File: src/rtl/asteroides_pkg.sv
// Shared definitions for the asteroid movement control unit: FSM state
// codes, direction codes and the layout of a table entry word.
// Entry word, MSB first: {ativo[1], dir[3], x[COORD_W], y[COORD_W]}.
package asteroides_pkg;

    localparam logic [2:0] ESTADO_OCIOSO  = 3'd0;
    localparam logic [2:0] ESTADO_LE      = 3'd1;
    localparam logic [2:0] ESTADO_AVALIA  = 3'd2;
    localparam logic [2:0] ESTADO_ESCREVE = 3'd3;
    localparam logic [2:0] ESTADO_FIM     = 3'd4;
    localparam logic [2:0] ESTADO_ILEGAL  = 3'd7;

    localparam logic [2:0] DIR_N  = 3'd0;
    localparam logic [2:0] DIR_NE = 3'd1;
    localparam logic [2:0] DIR_E  = 3'd2;
    localparam logic [2:0] DIR_SE = 3'd3;
    localparam logic [2:0] DIR_S  = 3'd4;
    localparam logic [2:0] DIR_SW = 3'd5;
    localparam logic [2:0] DIR_W  = 3'd6;
    localparam logic [2:0] DIR_NW = 3'd7;

    localparam int ATIVO_W = 1;
    localparam int DIR_LARG = 3;

    function automatic int entry_width(input int coord_w);
        return ATIVO_W + DIR_LARG + 2 * coord_w;
    endfunction

    function automatic int pos_y(input int coord_w);
        return 0 * coord_w;
    endfunction

    function automatic int pos_x(input int coord_w);
        return coord_w;
    endfunction

    function automatic int pos_dir(input int coord_w);
        return 2 * coord_w;
    endfunction

    function automatic int pos_ativo(input int coord_w);
        return 2 * coord_w + DIR_LARG;
    endfunction

endpackage

File: src/rtl/uc_movimenta_asteroides_if.sv
// Asteroid RAM port bundle. The control unit is the master (drives the
// address, write enable and write data); the RAM is the slave and returns
// read data one cycle after the address is presented.
interface uc_movimenta_asteroides_if #(
    parameter int ADDR_W  = 4,
    parameter int COORD_W = 4
);
    import asteroides_pkg::*;

    localparam int W = entry_width(COORD_W);

    logic [ADDR_W-1:0] mem_endereco;
    logic              mem_escreve;
    logic [W-1:0]      mem_dado_escrito;
    logic [W-1:0]      mem_dado_lido;

    modport master (
        output mem_endereco,
        output mem_escreve,
        output mem_dado_escrito,
        input  mem_dado_lido
    );

    modport slave (
        input  mem_endereco,
        input  mem_escreve,
        input  mem_dado_escrito,
        output mem_dado_lido
    );

endinterface

File: src/rtl/calc_posicao_asteroide.sv
// Combinational next-position calculator for one asteroid entry.
// Optional feature: ASTEROIDES_WRAP_EN -- when defined, a border crossing
// wraps around the grid and the asteroid stays active; otherwise the entry
// is deactivated with its coordinates left as they were.
module calc_posicao_asteroide
    import asteroides_pkg::*;
#(
    parameter int COORD_W = 4,
    localparam int W = entry_width(COORD_W)
) (
    input  logic [W-1:0] entrada,
    output logic [W-1:0] saida,
    output logic         cruzou_borda
);

    localparam int P_Y     = pos_y(COORD_W);
    localparam int P_X     = pos_x(COORD_W);
    localparam int P_DIR   = pos_dir(COORD_W);
    localparam int P_ATIVO = pos_ativo(COORD_W);

    logic               ativo;
    logic [2:0]         dir;
    logic [COORD_W-1:0] x;
    logic [COORD_W-1:0] y;
    logic               mais_x;
    logic               menos_x;
    logic               mais_y;
    logic               menos_y;
    logic [COORD_W:0]   x_calc;
    logic [COORD_W:0]   y_calc;

    assign ativo = entrada[P_ATIVO];
    assign dir   = entrada[P_DIR +: DIR_LARG];
    assign x     = entrada[P_X +: COORD_W];
    assign y     = entrada[P_Y +: COORD_W];

    // Direction decode: which axis moves and which way for each compass code
    always_comb begin
        mais_x  = 1'b0;
        menos_x = 1'b0;
        mais_y  = 1'b0;
        menos_y = 1'b0;
        case (dir)
            DIR_N:  menos_y = 1'b1;
            DIR_NE: begin mais_x = 1'b1;  menos_y = 1'b1; end
            DIR_E:  mais_x = 1'b1;
            DIR_SE: begin mais_x = 1'b1;  mais_y = 1'b1; end
            DIR_S:  mais_y = 1'b1;
            DIR_SW: begin menos_x = 1'b1; mais_y = 1'b1; end
            DIR_W:  menos_x = 1'b1;
            DIR_NW: begin menos_x = 1'b1; menos_y = 1'b1; end
            default: ;
        endcase
    end

    // One-bit-wider step: the extra MSB flags both overflow past the top and underflow below zero
    always_comb begin
        x_calc = {1'b0, x};
        y_calc = {1'b0, y};
        if (mais_x)  x_calc = x_calc + (COORD_W+1)'(1);
        if (menos_x) x_calc = x_calc - (COORD_W+1)'(1);
        if (mais_y)  y_calc = y_calc + (COORD_W+1)'(1);
        if (menos_y) y_calc = y_calc - (COORD_W+1)'(1);
    end

    assign cruzou_borda = x_calc[COORD_W] | y_calc[COORD_W];

    // Build the written-back entry; direction is always preserved
    always_comb begin
`ifdef ASTEROIDES_WRAP_EN
        saida = {ativo, dir, x_calc[COORD_W-1:0], y_calc[COORD_W-1:0]};
`else
        if (cruzou_borda)
            saida = {1'b0, dir, x, y};
        else
            saida = {ativo, dir, x_calc[COORD_W-1:0], y_calc[COORD_W-1:0]};
`endif
    end

endmodule

File: src/rtl/uc_movimenta_asteroides.sv
// Asteroid movement control unit: on each start pulse walks all table slots,
// reading each entry and writing back active asteroids moved one step.
// Optional feature: ASTEROIDES_WRAP_EN -- wrap at the border instead of
// deactivating; the asteroide_saiu port exists only when it is undefined.
module uc_movimenta_asteroides
    import asteroides_pkg::*;
#(
    parameter int N_ASTEROIDES = 16,
    parameter int ADDR_W       = 4,
    parameter int COORD_W      = 4
) (
    input  logic       clock,
    input  logic       reset,
    input  logic       sinal_movimenta_asteroides,
    uc_movimenta_asteroides_if.master mem,
    output logic       ocupado,
    output logic       fim_move_asteroides,
    output logic [2:0] db_estado_movimenta_asteroides
`ifndef ASTEROIDES_WRAP_EN
    ,
    output logic       asteroide_saiu
`endif
);

    localparam int W       = entry_width(COORD_W);
    localparam int P_ATIVO = pos_ativo(COORD_W);
    localparam logic [ADDR_W-1:0] IDX_ULTIMO = ADDR_W'(N_ASTEROIDES - 1);

    logic [2:0]        estado;
    logic [2:0]        estado_prox;
    logic [ADDR_W-1:0] idx;
    logic [W-1:0]      entrada;
    logic [W-1:0]      entrada_nova;
    logic              cruzou_borda;

    calc_posicao_asteroide #(
        .COORD_W (COORD_W)
    ) u_calc (
        .entrada      (entrada),
        .saida        (entrada_nova),
        .cruzou_borda (cruzou_borda)
    );

    // Next-state decision; AVALIA looks at the RAM data arriving this cycle
    always_comb begin
        estado_prox = ESTADO_OCIOSO;
        case (estado)
            ESTADO_OCIOSO:  estado_prox = sinal_movimenta_asteroides ? ESTADO_LE : ESTADO_OCIOSO;
            ESTADO_LE:      estado_prox = ESTADO_AVALIA;
            ESTADO_AVALIA: begin
                if (mem.mem_dado_lido[P_ATIVO])
                    estado_prox = ESTADO_ESCREVE;
                else if (idx == IDX_ULTIMO)
                    estado_prox = ESTADO_FIM;
                else
                    estado_prox = ESTADO_LE;
            end
            ESTADO_ESCREVE: estado_prox = (idx == IDX_ULTIMO) ? ESTADO_FIM : ESTADO_LE;
            ESTADO_FIM:     estado_prox = ESTADO_OCIOSO;
            default:        estado_prox = ESTADO_OCIOSO;
        endcase
    end

    // State, slot index and captured entry registers
    always_ff @(posedge clock or posedge reset) begin
        if (reset) begin
            estado  <= ESTADO_OCIOSO;
            idx     <= '0;
            entrada <= '0;
        end else begin
            estado <= estado_prox;
            case (estado)
                ESTADO_AVALIA: begin
                    entrada <= mem.mem_dado_lido;
                    if (!mem.mem_dado_lido[P_ATIVO] && idx != IDX_ULTIMO)
                        idx <= idx + ADDR_W'(1);
                end
                ESTADO_ESCREVE: begin
                    if (idx != IDX_ULTIMO)
                        idx <= idx + ADDR_W'(1);
                end
                ESTADO_LE: ;
                default: idx <= '0;
            endcase
        end
    end

    // Moore output decode from state and index only
    always_comb begin
        mem.mem_endereco     = '0;
        mem.mem_escreve      = 1'b0;
        mem.mem_dado_escrito = '0;
        fim_move_asteroides  = 1'b0;
        ocupado              = (estado != ESTADO_OCIOSO);
        db_estado_movimenta_asteroides = ESTADO_ILEGAL;
        case (estado)
            ESTADO_OCIOSO: db_estado_movimenta_asteroides = ESTADO_OCIOSO;
            ESTADO_LE: begin
                db_estado_movimenta_asteroides = ESTADO_LE;
                mem.mem_endereco = idx;
            end
            ESTADO_AVALIA: begin
                db_estado_movimenta_asteroides = ESTADO_AVALIA;
                mem.mem_endereco = idx;
            end
            ESTADO_ESCREVE: begin
                db_estado_movimenta_asteroides = ESTADO_ESCREVE;
                mem.mem_endereco     = idx;
                mem.mem_escreve      = 1'b1;
                mem.mem_dado_escrito = entrada_nova;
            end
            ESTADO_FIM: begin
                db_estado_movimenta_asteroides = ESTADO_FIM;
                fim_move_asteroides = 1'b1;
            end
            default: ;
        endcase
    end

`ifndef ASTEROIDES_WRAP_EN
    // Border-exit pulse coincides with the write that deactivates the entry
    assign asteroide_saiu = (estado == ESTADO_ESCREVE) && cruzou_borda;
`endif

endmodule

File: src/flat_wrapper.sv
// flat-port wrapper written by rule: the top's interface ports become plain ports
module uc_movimenta_asteroides_flat import asteroides_pkg::*;
#(
    parameter int N_ASTEROIDES = 16,
    parameter int ADDR_W       = 4,
    parameter int COORD_W      = 4
)
  (clock, reset, sinal_movimenta_asteroides, ocupado, fim_move_asteroides, db_estado_movimenta_asteroides, asteroide_saiu, mem_mem_endereco, mem_mem_escreve, mem_mem_dado_escrito, mem_mem_dado_lido);
  uc_movimenta_asteroides_if #(.ADDR_W(ADDR_W), .COORD_W(COORD_W)) mem_i ();
  input  logic clock;
  input  logic reset;
  input  logic sinal_movimenta_asteroides;
  output logic ocupado;
  output logic fim_move_asteroides;
  output logic [2:0] db_estado_movimenta_asteroides;
  output logic asteroide_saiu;
  output wire logic [$bits(mem_i.mem_endereco)-1:0] mem_mem_endereco;
  output wire logic [$bits(mem_i.mem_escreve)-1:0] mem_mem_escreve;
  output wire logic [$bits(mem_i.mem_dado_escrito)-1:0] mem_mem_dado_escrito;
  input wire logic [$bits(mem_i.mem_dado_lido)-1:0] mem_mem_dado_lido;
  assign mem_mem_endereco = mem_i.mem_endereco;
  assign mem_mem_escreve = mem_i.mem_escreve;
  assign mem_mem_dado_escrito = mem_i.mem_dado_escrito;
  assign mem_i.mem_dado_lido = mem_mem_dado_lido;
  uc_movimenta_asteroides #(.N_ASTEROIDES(N_ASTEROIDES), .ADDR_W(ADDR_W), .COORD_W(COORD_W)) u_core (.clock(clock), .reset(reset), .sinal_movimenta_asteroides(sinal_movimenta_asteroides), .mem(mem_i), .ocupado(ocupado), .fim_move_asteroides(fim_move_asteroides), .db_estado_movimenta_asteroides(db_estado_movimenta_asteroides), .asteroide_saiu(asteroide_saiu));
endmodule
File: config.mk
export PLATFORM = sky130hd
export DESIGN_NAME = uc_movimenta_asteroides_flat
export DESIGN_NICKNAME = d
export VERILOG_FILES = /design/src/rtl/asteroides_pkg.sv /design/src/rtl/uc_movimenta_asteroides_if.sv /design/src/rtl/calc_posicao_asteroide.sv /design/src/rtl/uc_movimenta_asteroides.sv /design/src/flat_wrapper.sv
export SDC_FILE = /design/constraint.sdc
export NUM_CORES = 1
export LEC_CHECK = 0
export CAP_MARGIN = 20
export CELL_PAD_IN_SITES_DETAIL_PLACEMENT = 2
export CELL_PAD_IN_SITES_GLOBAL_PLACEMENT = 2
export CORE_UTILIZATION = 26
export DETAILED_ROUTE_END_ITERATION = 16
export PLACE_DENSITY = 0.82
export SETUP_SLACK_MARGIN = 0.1
export SLEW_MARGIN = 10
export SYNTH_ARGS = -nofsm -noshare
export SYNTH_HDL_FRONTEND = slang
export SYNTH_SLANG_ARGS = --single-unit
File: constraint.sdc
create_clock -name clock -period 2.9 [get_ports clock]
set_clock_uncertainty 0.05 [all_clocks]
set_input_delay 0.725 -clock clock [delete_from_list [all_inputs] [get_ports clock]]
set_output_delay 0.725 -clock clock [all_outputs]
set_load 0.005 [all_outputs]
==> run metrics, run 1 <==
DR pass1 iterations 3; area delta synth->final 65.2%; period utilisation layout 1.16; synthesized flop and latch total 19; final max-slew violation count 0; initial antenna violation count 0; status finished, violations left; GRT overflow 0; required time worst endpoint 2.12 ns; VDD IR max 348 uV; Distinct cells, synth 42; Register Area 479 sq um; CTS H-Tree Depth 1; final worst slack -0.450 ns; Final Hold Slack 0.485 ns; warnings from Yosys 0; IO Pins 38; max capacitance violation total 0; syn_nets 185; worst slew pin tran 0.754 ns; Setup crit start u_core.entrada[8]; mapped cell area 1470 sq um; Final min period 3.35 ns; starting density of the core 0.278; DR WL/cell 18.4 um; number of flops mapped to enable cells by yosys 0; HPWL after DPL 4.11 mm; die area 5940 sq um; clk buf depth 2; CTS sink cnt 19; CTS tree built; vias in the first global route 1873; worst slew margin relative to its limit 0.497; chip height 77.1 um; remaining routing DRC violations 0; final instance area 2420 sq um; Num CTS Buffers 3; clk root buf clkbuf_8; area of the multi-input gates 1060 sq um; Clk Latency, worst-skew pair 0.26 ns; Chip Width 77.1 um; Mapped Cells 165; failing checks setup timing; top post-synthesis cells by count 19 x dfrtp_1, 15 x nor2_1, 13 x nand2_1, 12 x mux2i_1, 11 x mux2_2; most common cell in the netlist dfrtp_1; Final GP Congestion 0.783; Routed WL 5.74 mm; hold bufs inserted after CTS 0; Hold/Removal Path Class flip-flop to flip-flop; R2R Setup Slk 1.22 ns; Avg Cell Area, Syn 8.88 sq um; final hold viol count 0; Critical Path Start Type flip-flop; post-synth top area share 0.325; overall global routing resource usage 0.205; r2r startpoint u_core.idx[0]; DR vias 1594; share of layout cells above drive strength 1 0.434; placed instance area 2170 sq um; # fillers 579; hold path startpoint u_core.entrada[11]; ANT nets after route 0; Final Util 0.459; Worst setup EP type output port; first-pass GRT wire length 9.54 mm; register area share after synthesis 0.325; synth top area cells dfrtp_1 32%, mux2_2 8.5%, mux2i_1 8.2%; P_leak 0.00111 uW; area leader, netlist dfrtp_1; Clock Pin Slew Worst Setup and Hold Paths 0.07 ns; RSZ-0062 raised after global routing yes; kind of critical path flip-flop to output port; Final Net Count 263; core area 5270 sq um; # diodes 0; CP arrival 2.58 ns; fraction of registers with async set/reset 1.00; FP Rows 26; DR iter-0 viols 28; Main synth FF type dfrtp_1; quantity of I/O buffers inserted on ports 37; Avg Vias per Cell 5.11; crit path max fanout 7; PwrDens 1240 nW/um^2; Setup violations, final 10; largest net degree at the start of global routing 20; fmax 299 MHz
state kept, by name, summed over array words and instances (netlist names):
signal,count
u_core.idx,4
u_core.entrada,12
u_core.estado,3
where the power goes:
part	total (uW)	internal [uW]	switching (uW)	leakage, uW
combinational	2310	1250	1060	0.000853
sequential	506	386	121	0.000231
clock	191	97.9	92.6	0.0000228
layer usage:
layer | vias to the layer above | GRT usage | share of wire
met3 | 17 | 0.0286 | 0.034
met4 | 0 | 0.102 | 0.027
met2 | 41 | 0.384 | 0.53
met5 | - | 0 | 0
li1 | 744 | - | -
met1 | 792 | 0.224 | 0.40
cell type report:
class	count	area share
timing repair buffer	85	0.295
tap	70	0.0362
sequential	19	0.198
multi-input combinational	126	0.440
inverter	8	0.0124
clock buffer	4	0.0186
logic make-up after synthesis:
group / after synthesis / synth area share
flops: 19 / 0.325
compound gates: 29 / 0.142
simple gates: 67 / 0.249
mux: 23 / 0.167
fa+ha+maj: 5 / 0.0427
xor+xnor: 2 / 0.0120
buf+inv: 20 / 0.0640
worst paths after layout:
kind / endpoint / cells after the start
setup / recovery: mem_mem_dado_escrito[7] / 10
hold / removal: u_core.entrada[11] / 1
setup reg to reg: u_core.idx[3] / 5
hold reg to reg: u_core.entrada[11] / 1
max in group asynchronous: u_core.entrada[8] / 2
min in group asynchronous: u_core.idx[0] / 2
cell usage in the layout, fill, tap and decap left out, types with 2 or more instances in the layout:
| cell type | n |
|---|---|
| dfrtp_2 | 3 |
| or3_1 | 2 |
| a21oi_2 | 3 |
| or4_4 | 2 |
| or2_2 | 4 |
| and2_1 | 7 |
| mux2_2 | 11 |
| nand2b_1 | 2 |
| mux2i_1 | 12 |
| and3_1 | 2 |
| buf_6 | 8 |
| ha_2 | 2 |
| buf_4 | 40 |
| nor2_1 | 12 |
| nand3_1 | 2 |
| dfrtp_1 | 16 |
| a21oi_1 | 2 |
| inv_1 | 7 |
| buf_2 | 10 |
| clkdlybuf4s50_1 | 26 |
| o21ai_0 | 7 |
| nor4_4 | 3 |
| nand2_1 | 13 |
| nor2_4 | 3 |
| clkbuf_8 | 3 |
| or2_4 | 2 |
| nor3_1 | 3 |
| a211oi_2 | 2 |
| o41ai_1 | 2 |
| ha_1 | 3 |
| o31ai_1 | 3 |
critical path, stage by stage (launching register included):
cell     delay (ns)
dfrtp_2        0.45
and3b_1        0.20
or2_4          0.27
nor2_4         0.10
a21oi_2        0.04
ha_2           0.20
o211a_4        0.17
buf_4          0.16
nor4_4         0.27
mux2i_1        0.28
buf_2          0.17
timing repair:
action | 4_1_cts | 5_1_grt
hold endpoints to repair | 0 | 0
setup endpoints to repair | 13 | 12
resized for setup | 69 | 6
pin swaps | 11 | 8
setup buffers | 11 | 3
cloned | 0 | 0
through the flow:
step,worst slack (ns),cells,power [uW],TNS (ns)
2_1_floorplan,-0.000607,165,1570,-0.00121
6_report,-0.450,312,3000,-3.64
4_1_cts,-0.489,309,2930,-3.79
3_5_place_dp,-0.665,295,2420,-5.74
5_1_grt,-0.535,312,3240,-4.80
3_3_place_gp,-0.638,295,2290,-5.39
No activity file was read; power rests on OpenSTA's default activity.
==> run 2: changes to the inputs <==
--- a/config.mk
+++ b/config.mk
@@ -9,6 +9,7 @@
 export CELL_PAD_IN_SITES_DETAIL_PLACEMENT = 2
 export CELL_PAD_IN_SITES_GLOBAL_PLACEMENT = 2
 export CORE_UTILIZATION = 26
+export CTS_CLUSTER_DIAMETER = 100
 export DETAILED_ROUTE_END_ITERATION = 16
 export PLACE_DENSITY = 0.82
 export SETUP_SLACK_MARGIN = 0.1
==> results of run 2 <==
Final layout, timing and power as in run 1 (identical DEF).
